### src/rtl/debounce_toggle_bank.sv
// ---------------------------------------------------------------------------
// debounce_toggle_bank
//
// Multi-channel push-button conditioner. Each channel synchronises a raw
// switch level, debounces it with a restartable counter, and emits registered
// press / release / long-press pulses plus an LED drive that either toggles on
// release (toggle mode) or follows the debounced level (momentary mode).
// Channels are fully independent.
//
// Ports
//   i_Clk      in   1       system clock, rising edge
//   i_Rst_L    in   1       asynchronous active-low reset
//   i_Switch   in   NUM_CH  raw switch levels (async), 1 = pressed
//   i_Mode     in   NUM_CH  per-channel mode, 0 = toggle, 1 = momentary
//   o_Switch   out  NUM_CH  debounced switch level
//   o_Press    out  NUM_CH  one-cycle pulse on debounced 0->1
//   o_Release  out  NUM_CH  one-cycle pulse on debounced 1->0
//   o_Long     out  NUM_CH  one-cycle pulse when a press reaches HOLD_LIMIT
//   o_LED      out  NUM_CH  LED drive
// ---------------------------------------------------------------------------
module debounce_toggle_bank #(
  parameter int NUM_CH         = 4,
  parameter int DEBOUNCE_LIMIT = 250000,
  parameter int HOLD_LIMIT     = 25000000
) (
  input  logic              i_Clk,
  input  logic              i_Rst_L,
  input  logic [NUM_CH-1:0] i_Switch,
  input  logic [NUM_CH-1:0] i_Mode,
  output logic [NUM_CH-1:0] o_Switch,
  output logic [NUM_CH-1:0] o_Press,
  output logic [NUM_CH-1:0] o_Release,
  output logic [NUM_CH-1:0] o_Long,
  output logic [NUM_CH-1:0] o_LED
);

  localparam int DB_W   = $clog2(DEBOUNCE_LIMIT + 1);
  localparam int HOLD_W = $clog2(HOLD_LIMIT + 1);

  // Terminal counts: the acceptance / long-press decision is taken while the
  // counter still holds LIMIT-1, so the event lands exactly LIMIT edges later.
  localparam logic [DB_W-1:0]   DB_LAST   = DB_W'(DEBOUNCE_LIMIT - 1);
  localparam logic [HOLD_W-1:0] HOLD_LAST = HOLD_W'(HOLD_LIMIT - 1);

  genvar g;
  generate
    for (g = 0; g < NUM_CH; g++) begin : g_ch
      logic              sync1_r;
      logic              sync2_r;
      logic              stable_r;
      logic [DB_W-1:0]   db_cnt_r;
      logic [HOLD_W-1:0] hold_cnt_r;
      logic              long_fired_r;
      logic              press_r;
      logic              release_r;
      logic              long_r;
      logic              led_r;
      logic              accept_s;
      logic              press_now_s;
      logic              release_now_s;
      logic              fire_s;

      // Edge decode: the stable level changes on this edge when the synced
      // level has differed for the full debounce window.
      always_comb begin
        accept_s      = 1'b0;
        press_now_s   = 1'b0;
        release_now_s = 1'b0;
        fire_s        = 1'b0;
        if ((sync2_r != stable_r) && (db_cnt_r == DB_LAST)) begin
          accept_s = 1'b1;
        end else begin
          accept_s = 1'b0;
        end
        press_now_s   = accept_s & sync2_r;
        release_now_s = accept_s & ~sync2_r;
        // A release landing on the same edge as the hold limit wins: the
        // press did not stay held throughout, so no long press is reported.
        if (stable_r && !long_fired_r && !release_now_s && (hold_cnt_r == HOLD_LAST)) begin
          fire_s = 1'b1;
        end else begin
          fire_s = 1'b0;
        end
      end

      // Two-flop synchroniser for the asynchronous switch pin.
      always_ff @(posedge i_Clk or negedge i_Rst_L) begin
        if (!i_Rst_L) begin
          sync1_r <= 1'b0;
          sync2_r <= 1'b0;
        end else begin
          sync1_r <= i_Switch[g];
          sync2_r <= sync1_r;
        end
      end

      // Debounce counter and accepted stable level; any return to the
      // stable level restarts the count.
      always_ff @(posedge i_Clk or negedge i_Rst_L) begin
        if (!i_Rst_L) begin
          stable_r <= 1'b0;
          db_cnt_r <= {DB_W{1'b0}};
        end else if (sync2_r == stable_r) begin
          stable_r <= stable_r;
          db_cnt_r <= {DB_W{1'b0}};
        end else if (accept_s) begin
          stable_r <= sync2_r;
          db_cnt_r <= {DB_W{1'b0}};
        end else begin
          stable_r <= stable_r;
          db_cnt_r <= db_cnt_r + DB_W'(1);
        end
      end

      // Hold counter and long-press latch; one long press per press.
      always_ff @(posedge i_Clk or negedge i_Rst_L) begin
        if (!i_Rst_L) begin
          hold_cnt_r   <= {HOLD_W{1'b0}};
          long_fired_r <= 1'b0;
        end else if (press_now_s) begin
          hold_cnt_r   <= {HOLD_W{1'b0}};
          long_fired_r <= 1'b0;
        end else if (fire_s) begin
          hold_cnt_r   <= hold_cnt_r;
          long_fired_r <= 1'b1;
        end else if (stable_r && !long_fired_r && (hold_cnt_r != HOLD_LAST)) begin
          hold_cnt_r   <= hold_cnt_r + HOLD_W'(1);
          long_fired_r <= long_fired_r;
        end else begin
          hold_cnt_r   <= hold_cnt_r;
          long_fired_r <= long_fired_r;
        end
      end

      // Registered event pulses, coincident with the new stable level.
      always_ff @(posedge i_Clk or negedge i_Rst_L) begin
        if (!i_Rst_L) begin
          press_r   <= 1'b0;
          release_r <= 1'b0;
          long_r    <= 1'b0;
        end else begin
          press_r   <= press_now_s;
          release_r <= release_now_s;
          long_r    <= fire_s;
        end
      end

      // LED drive: follows stable in momentary mode; in toggle mode flips on
      // a release that was not consumed by a long press, otherwise holds.
      always_ff @(posedge i_Clk or negedge i_Rst_L) begin
        if (!i_Rst_L) begin
          led_r <= 1'b0;
        end else if (i_Mode[g]) begin
          led_r <= stable_r;
        end else if (release_now_s && !long_fired_r) begin
          led_r <= ~led_r;
        end else begin
          led_r <= led_r;
        end
      end

      assign o_Switch[g]  = stable_r;
      assign o_Press[g]   = press_r;
      assign o_Release[g] = release_r;
      assign o_Long[g]    = long_r;
      assign o_LED[g]     = led_r;
    end
  endgenerate

endmodule

### config.mk
export PLATFORM = sky130hd
export DESIGN_NAME = debounce_toggle_bank
export DESIGN_NICKNAME = d
export VERILOG_FILES = /design/src/rtl/debounce_toggle_bank.sv
export SDC_FILE = /design/constraint.sdc
export NUM_CORES = 1
export LEC_CHECK = 0
export CORE_ASPECT_RATIO = 2
export CORE_MARGIN = 3
export CORE_UTILIZATION = 41
export DETAILED_ROUTE_END_ITERATION = 8
export SETUP_SLACK_MARGIN = 0.15
export SLEW_MARGIN = 20
export SYNTH_ARGS = -nofsm -noshare
export SYNTH_HDL_FRONTEND = slang
export SYNTH_SLANG_ARGS = --single-unit
### constraint.sdc
create_clock -name i_Clk -period 2.7 [get_ports i_Clk]
set_input_delay 0.405 -clock i_Clk [delete_from_list [all_inputs] [get_ports i_Clk]]
set_output_delay 0.405 -clock i_Clk [all_outputs]
set_load 0.05 [all_outputs]
Word level (Yosys, flattened, before mapping)
Cells that the tools add are included.

word-level totals
  register bits = 204
  input port bits = 10
  logic and storage cells = 188

operators by class
  $add $sub $neg = 8
  muxes and demuxes = 44
  reductions and logical operators = 52
  bitwise gates (word level) = 20
  equal/unequal tests = 24

operators by type and width
  operator                                       number
  2-to-1 mux 25 bit                              12
  2-to-1 mux 18 bit                              8
  adder 25 x 1 -> 25 bit, second input constant  4
  equality test 25 bit, second input constant    4
  inequality test 25 bit, second input constant  4
  adder 18 x 1 -> 18 bit, second input constant  4
  equality test 18 bit, second input constant    4
  logical AND 1 bit                              24
  2-to-1 mux 1 bit                               24
  nonzero test 2 bit                             12
  AND reduction 2 bit                            8
  NOT 1 bit                                      12
  bitwise AND 1 bit                              8
  zero test 1 bit                                8
  inequality test 2 bit, second input constant   4
  equality test 1 bit                            4
  inequality test 1 bit                          4

Depth between registers and ports, before layout
  depth after elaboration = 10
  depth in mapped cells = 8
  gate-level depth less buffers = 6

Worst setup path before layout
Ideal clock, no wire load.

  kind = flip-flop to flip-flop
  from = register g_ch[3].db_cnt_r[0]
  to = register g_ch[3].db_cnt_r[10]
  stages on the path, launching flop included = 9
  library setup time = 0.121 ns
  arrival = 2.074 ns
  path slack = 0.505 ns
  buffers on the path = 2
  cell sequence = dfrtp_1 ha_1 nand3_1 or4b_1 or2_1 buf_2 nand2_1 buf_2 nor2_1

between the ends
  cells in the longest elaborated chain, start to end = 5
  elaborated cells on any way between the ends = 6

RTL lines
  item                                                            RTL line  source
  start: declaration                                              51        logic [DB_W-1:0] db_cnt_r;
  start signal: assignment                                        102       db_cnt_r <= {DB_W{1'b0}};
  start signal: assignment                                        105       db_cnt_r <= {DB_W{1'b0}};
  start signal: assignment                                        108       db_cnt_r <= {DB_W{1'b0}};
  branches (longest 3 deep; another with adder 18 x 1 -> 18 bit)  --
  2-to-1 mux 18 bit (*)                                           106       end else if (accept_s) begin
  2-to-1 mux 18 bit (*)                                           103       end else if (sync2_r == stable_r) begin

Mark *: on every way between the ends.
A chain may end at the register's enable or synchronous reset.

Final worst setup path
  from = register g_ch[0].stable_r
  to = output o_Switch[0]

RTL lines
  item                      RTL line  source
  start: declaration        50        logic stable_r;
  start signal: assignment  104       stable_r <= stable_r;
  start signal: assignment  107       stable_r <= sync2_r;
  start signal: assignment  110       stable_r <= stable_r;
  end: declaration          30        output logic [NUM_CH-1:0] o_Switch,

No word-level cell between the ends.

==> flow_summary.json <==
{
  "number_of_slew_limit_violations_in_the_final_report": 0,
  "rsz0062_at_grt": "false",
  "first_global_vias": 7906,
  "postSynthAreaPerCell_sq_um": 9.68,
  "busiest_layer": "met2",
  "timing.max_cap.violations": 0,
  "fillCellCount": 2362,
  "crit_path_max_incr_delay_ns": 0.87,
  "grt.met1_usage_pct": 17.6,
  "global_route.usage.total_pct": 16.3,
  "via_count": 7602,
  "p_leak_nw": 5.03,
  "postSynth.topFlopCell": "dfrtp_1",
  "clock_sink_count": 204,
  "top_level_ports": 30,
  "layout_worst_path_cycle_share_pct": 85.7,
  "clock_tree_skew_after_final_layout_ns": 0.0138,
  "global_route.usage.met3_pct": 2.07,
  "mappedNetlistArea_sq_um": 10300,
  "layout-drive-gt1-share_pct": 7.35,
  "layout_min_cycle_time_ns": 2.31,
  "utilization_pct": 47.6,
  "worstHoldStart": "i_Switch[3]",
  "antennaDiodeCount": 0,
  "clk_slew_on_worst_s_h_paths_ns": 0.07,
  "layout.nets": 1106,
  "drt_iter0_markers": 256,
  "critPathMaxFanout": 10,
  "drt_pre_antenna_iters": 4,
  "h-tree-depth": 1,
  "fp.dieW_um": 118,
  "slowest_stage": "clkdlybuf4s50_1",
  "pwr_density_cell_nw_per_um2": 548,
  "synth_enable_flop_cells": 0,
  "end_kind": "output pin",
  "row_count": 81,
  "initial_utilization_pct": 41.9,
  "area_growth_syn_to_layout_pct": 13.6,
  "ctsRootBufferMaster": "clkbuf_16",
  "synthArstFlopShare_pct": 100,
  "synth.distinct_cells": 61,
  "routed_wl_um": 21400,
  "startpoint": "g_ch[0].stable_r$_DFFE_PN0P_",
  "worst_skew_pair.late_latency_ns": 0.51,
  "post_synth_inst_count": 1061,
  "hold-worst-slack_ns": 0.331,
  "die_area_sq_um": 27100,
  "critical_path_data_required_time_ns": 2.30,
  "worstMarginPinSlew_ns": 0.721,
  "synth.ff_latch_count": 204,
  "path_delay_family": "buffers and inverters",
  "route.antenna.remaining_nets": 0,
  "grt_pass1_wl_um": 37500,
  "max_slew_margin_pct": 51.9,
  "place_hpwl_um": 15200,
  "number_of_buffers_added_by_the_clock_tree_synthesis_step": 20,
  "startpoint_of_the_most_critical_register_to_register_path": "g_ch[0].hold_cnt_r[10]$_DFFE_PN0P_",
  "critPathLaunchType": "register",
  "outcome": "finished, final reports clean",
  "synth-seq-area-share_pct": 49.7,
  "criticalPathCategory": "register to output pin",
  "grt.met2_usage_pct": 31.5,
  "crit_chain": "clkdlybuf4s50_1",
  "cp.arrival_ns": 1.91,
  "number_of_antenna_violations_at_the_first_check_in_global_routing": 0,
  "die_y_um": 230,
  "largest_net_degree_at_the_start_of_global_routing": 81,
  "grt_residual_overflow": 0,
  "number_of_design_rule_violations_left_after_detail_routing": 0,
  "min_path_type": "primary input to register",
  "place.port_buffers": 29,
  "multi_input_comb_area_sq_um": 4810,
  "synthesis.yosys.warnings": 0,
  "finalSetupViolations": 0,
  "cts_tree": "built",
  "vias_per_cell": 5.30,
  "wl_per_cell_um": 14.9,
  "synth_fp_nets": 1079,
  "ff_latch_area_sq_um": 5100,
  "finalHoldViolations": 0,
  "power.ir.vdd_worst_uv": 448,
  "core_area_sq_um": 24500,
  "crit_buf_inv": 1,
  "achievable-frequency_mhz": 432,
  "sum_of_negative_setup_slack_ns": 0,
  "place.gp.congestion": 0.791,
  "clockBufferDepth": 3
}
-- synthesized netlist by cell type, types with 8 or more instances --
cell type    n  area (sq um)
nor4_1      16           100
a21oi_1     26           130
nand3_1     72           360
nor3_1      29           145
mux2i_1     12           120
buf_4       22           165
clkbuf_1    16          60.1
ha_1         8           100
nor2_1     166           623
nand2b_1    12          75.1
and4_1      12           105
nand2_1     75           282
nand4_1     46           288
o211ai_1    10          75.1
and3_1      29           181
o21ai_0     28           140
and2_1       9          56.3
xor2_1      91           797
or3_1       24           150
dfrtp_1    204          5100
xnor2_1     34           298
or4_1       12          90.1
inv_1       25          93.8
-- layer usage --
| layer | vias to the layer above | share of wire [%] |
|---|---|---|
| met5 | - | 0 |
| met4 | 0 | 3.1 |
| met3 | 42 | 2.3 |
| met2 | 72 | 56 |
| met1 | 3746 | 38 |
| li1 | 3742 | - |
-- state kept, by name, summed over array words and instances, names as in the netlist --
| register | flops |
|---|---|
| g_ch.db_cnt_r | 72 |
| g_ch.hold_cnt_r | 100 |
| g_ch.led_r | 4 |
| g_ch.long_fired_r | 4 |
| g_ch.long_r | 4 |
| g_ch.press_r | 4 |
| g_ch.release_r | 4 |
| g_ch.stable_r | 4 |
| g_ch.sync1_r | 4 |
| g_ch.sync2_r | 4 |
-- final timing paths --
| check | slack [ns] | cells after the start | to |
|---|---|---|---|
| worst max-delay path | 0.39 | 1 | o_Switch[0] |
| max in group asynchronous | 1.47 | 3 | g_ch[2].db_cnt_r[10]$_DFF_PN0_ |
| worst max register to register | 0.42 | 5 | g_ch[0].hold_cnt_r[16]$_DFFE_PN0P_ |
| min in group asynchronous | 0.46 | 2 | g_ch[3].hold_cnt_r[20]$_DFFE_PN0P_ |
| worst min register to register | 0.35 | 0 | g_ch[2].sync2_r$_DFF_PN0_ |
| worst min-delay path | 0.33 | 1 | g_ch[3].sync1_r$_DFF_PN0_ |
-- logic make-up after synthesis --
logic type | after synthesis | synth area share, %
AO/OA/AOI/OAI | 89 | 5.35
adder cells (fa/ha/maj) | 8 | 0.975
flip-flops | 204 | 49.7
buffers and inverters | 70 | 3.57
AND/OR/NAND/NOR | 550 | 28.2
multiplexers | 15 | 1.50
XOR/XNOR | 125 | 10.7
-- final cells by class --
cell class                 instances  area share, %
inverter                          25          0.804
timing repair buffer              50           4.32
tap                              332           3.56
multi-input combinational        787           41.2
clock buffer                      21           4.50
clock inverter                    15           1.89
sequential                       204           43.7
-- through the flow --
| step | std cells | setup WS (ns) | area, sq um | power (W) |
|---|---|---|---|---|
| 2_1_floorplan | 1061 | 0.505 | 10300 | 0.00320 |
| 3_3_place_gp | 1396 | 0.281 | 10900 | 0.00330 |
| 3_5_place_dp | 1396 | 0.270 | 10900 | 0.00330 |
| 4_1_cts | 1433 | 0.241 | 11600 | 0.00654 |
| 5_1_grt | 1434 | 0.279 | 11700 | 0.00667 |
| 6_report | 1434 | 0.387 | 11700 | 0.00640 |
-- what timing repair did --
action / 4_1_cts / 5_1_grt
buffers inserted: 0 / 1
hold endpoints to repair: 75 / 0
hold buffers: 1 / 0
endpoints found under the setup margin: 0 / 7
resized for setup: 0 / 1
-- layout by cell type, fill, tap and decap left out, types with 7 or more instances in the layout --
cell type / netlist / routed
nor2_1: 166 / 166
nor3_1: 29 / 28
o21ai_0: 28 / 28
dfrtp_1: 204 / 204
xor2_1: 91 / 91
nand3_1: 72 / 72
and2_1: 9 / 9
clkbuf_16: 0 / 21
nor3b_1: 7 / 7
nand2b_1: 12 / 12
or4_1: 12 / 11
o211ai_1: 10 / 10
ha_1: 8 / 8
nand2_1: 75 / 75
nor4_1: 16 / 16
buf_4: 22 / 16
and3_1: 29 / 29
nand4_1: 46 / 46
or3_1: 24 / 24
xnor2_1: 34 / 34
mux2i_1: 12 / 12
a21oi_1: 26 / 26
clkdlybuf4s50_1: 0 / 28
inv_1: 25 / 25
and4_1: 12 / 12
-- where the power goes --
part	leakage (nW)	total, W	switching [W]	internal, W
sequential	2.82	0.00310	0.0000220	0.00308
clock	0.363	0.00316	0.00125	0.00191
combinational	1.85	0.000142	0.0000983	0.0000437
Power figures use the tool's default switching activity.
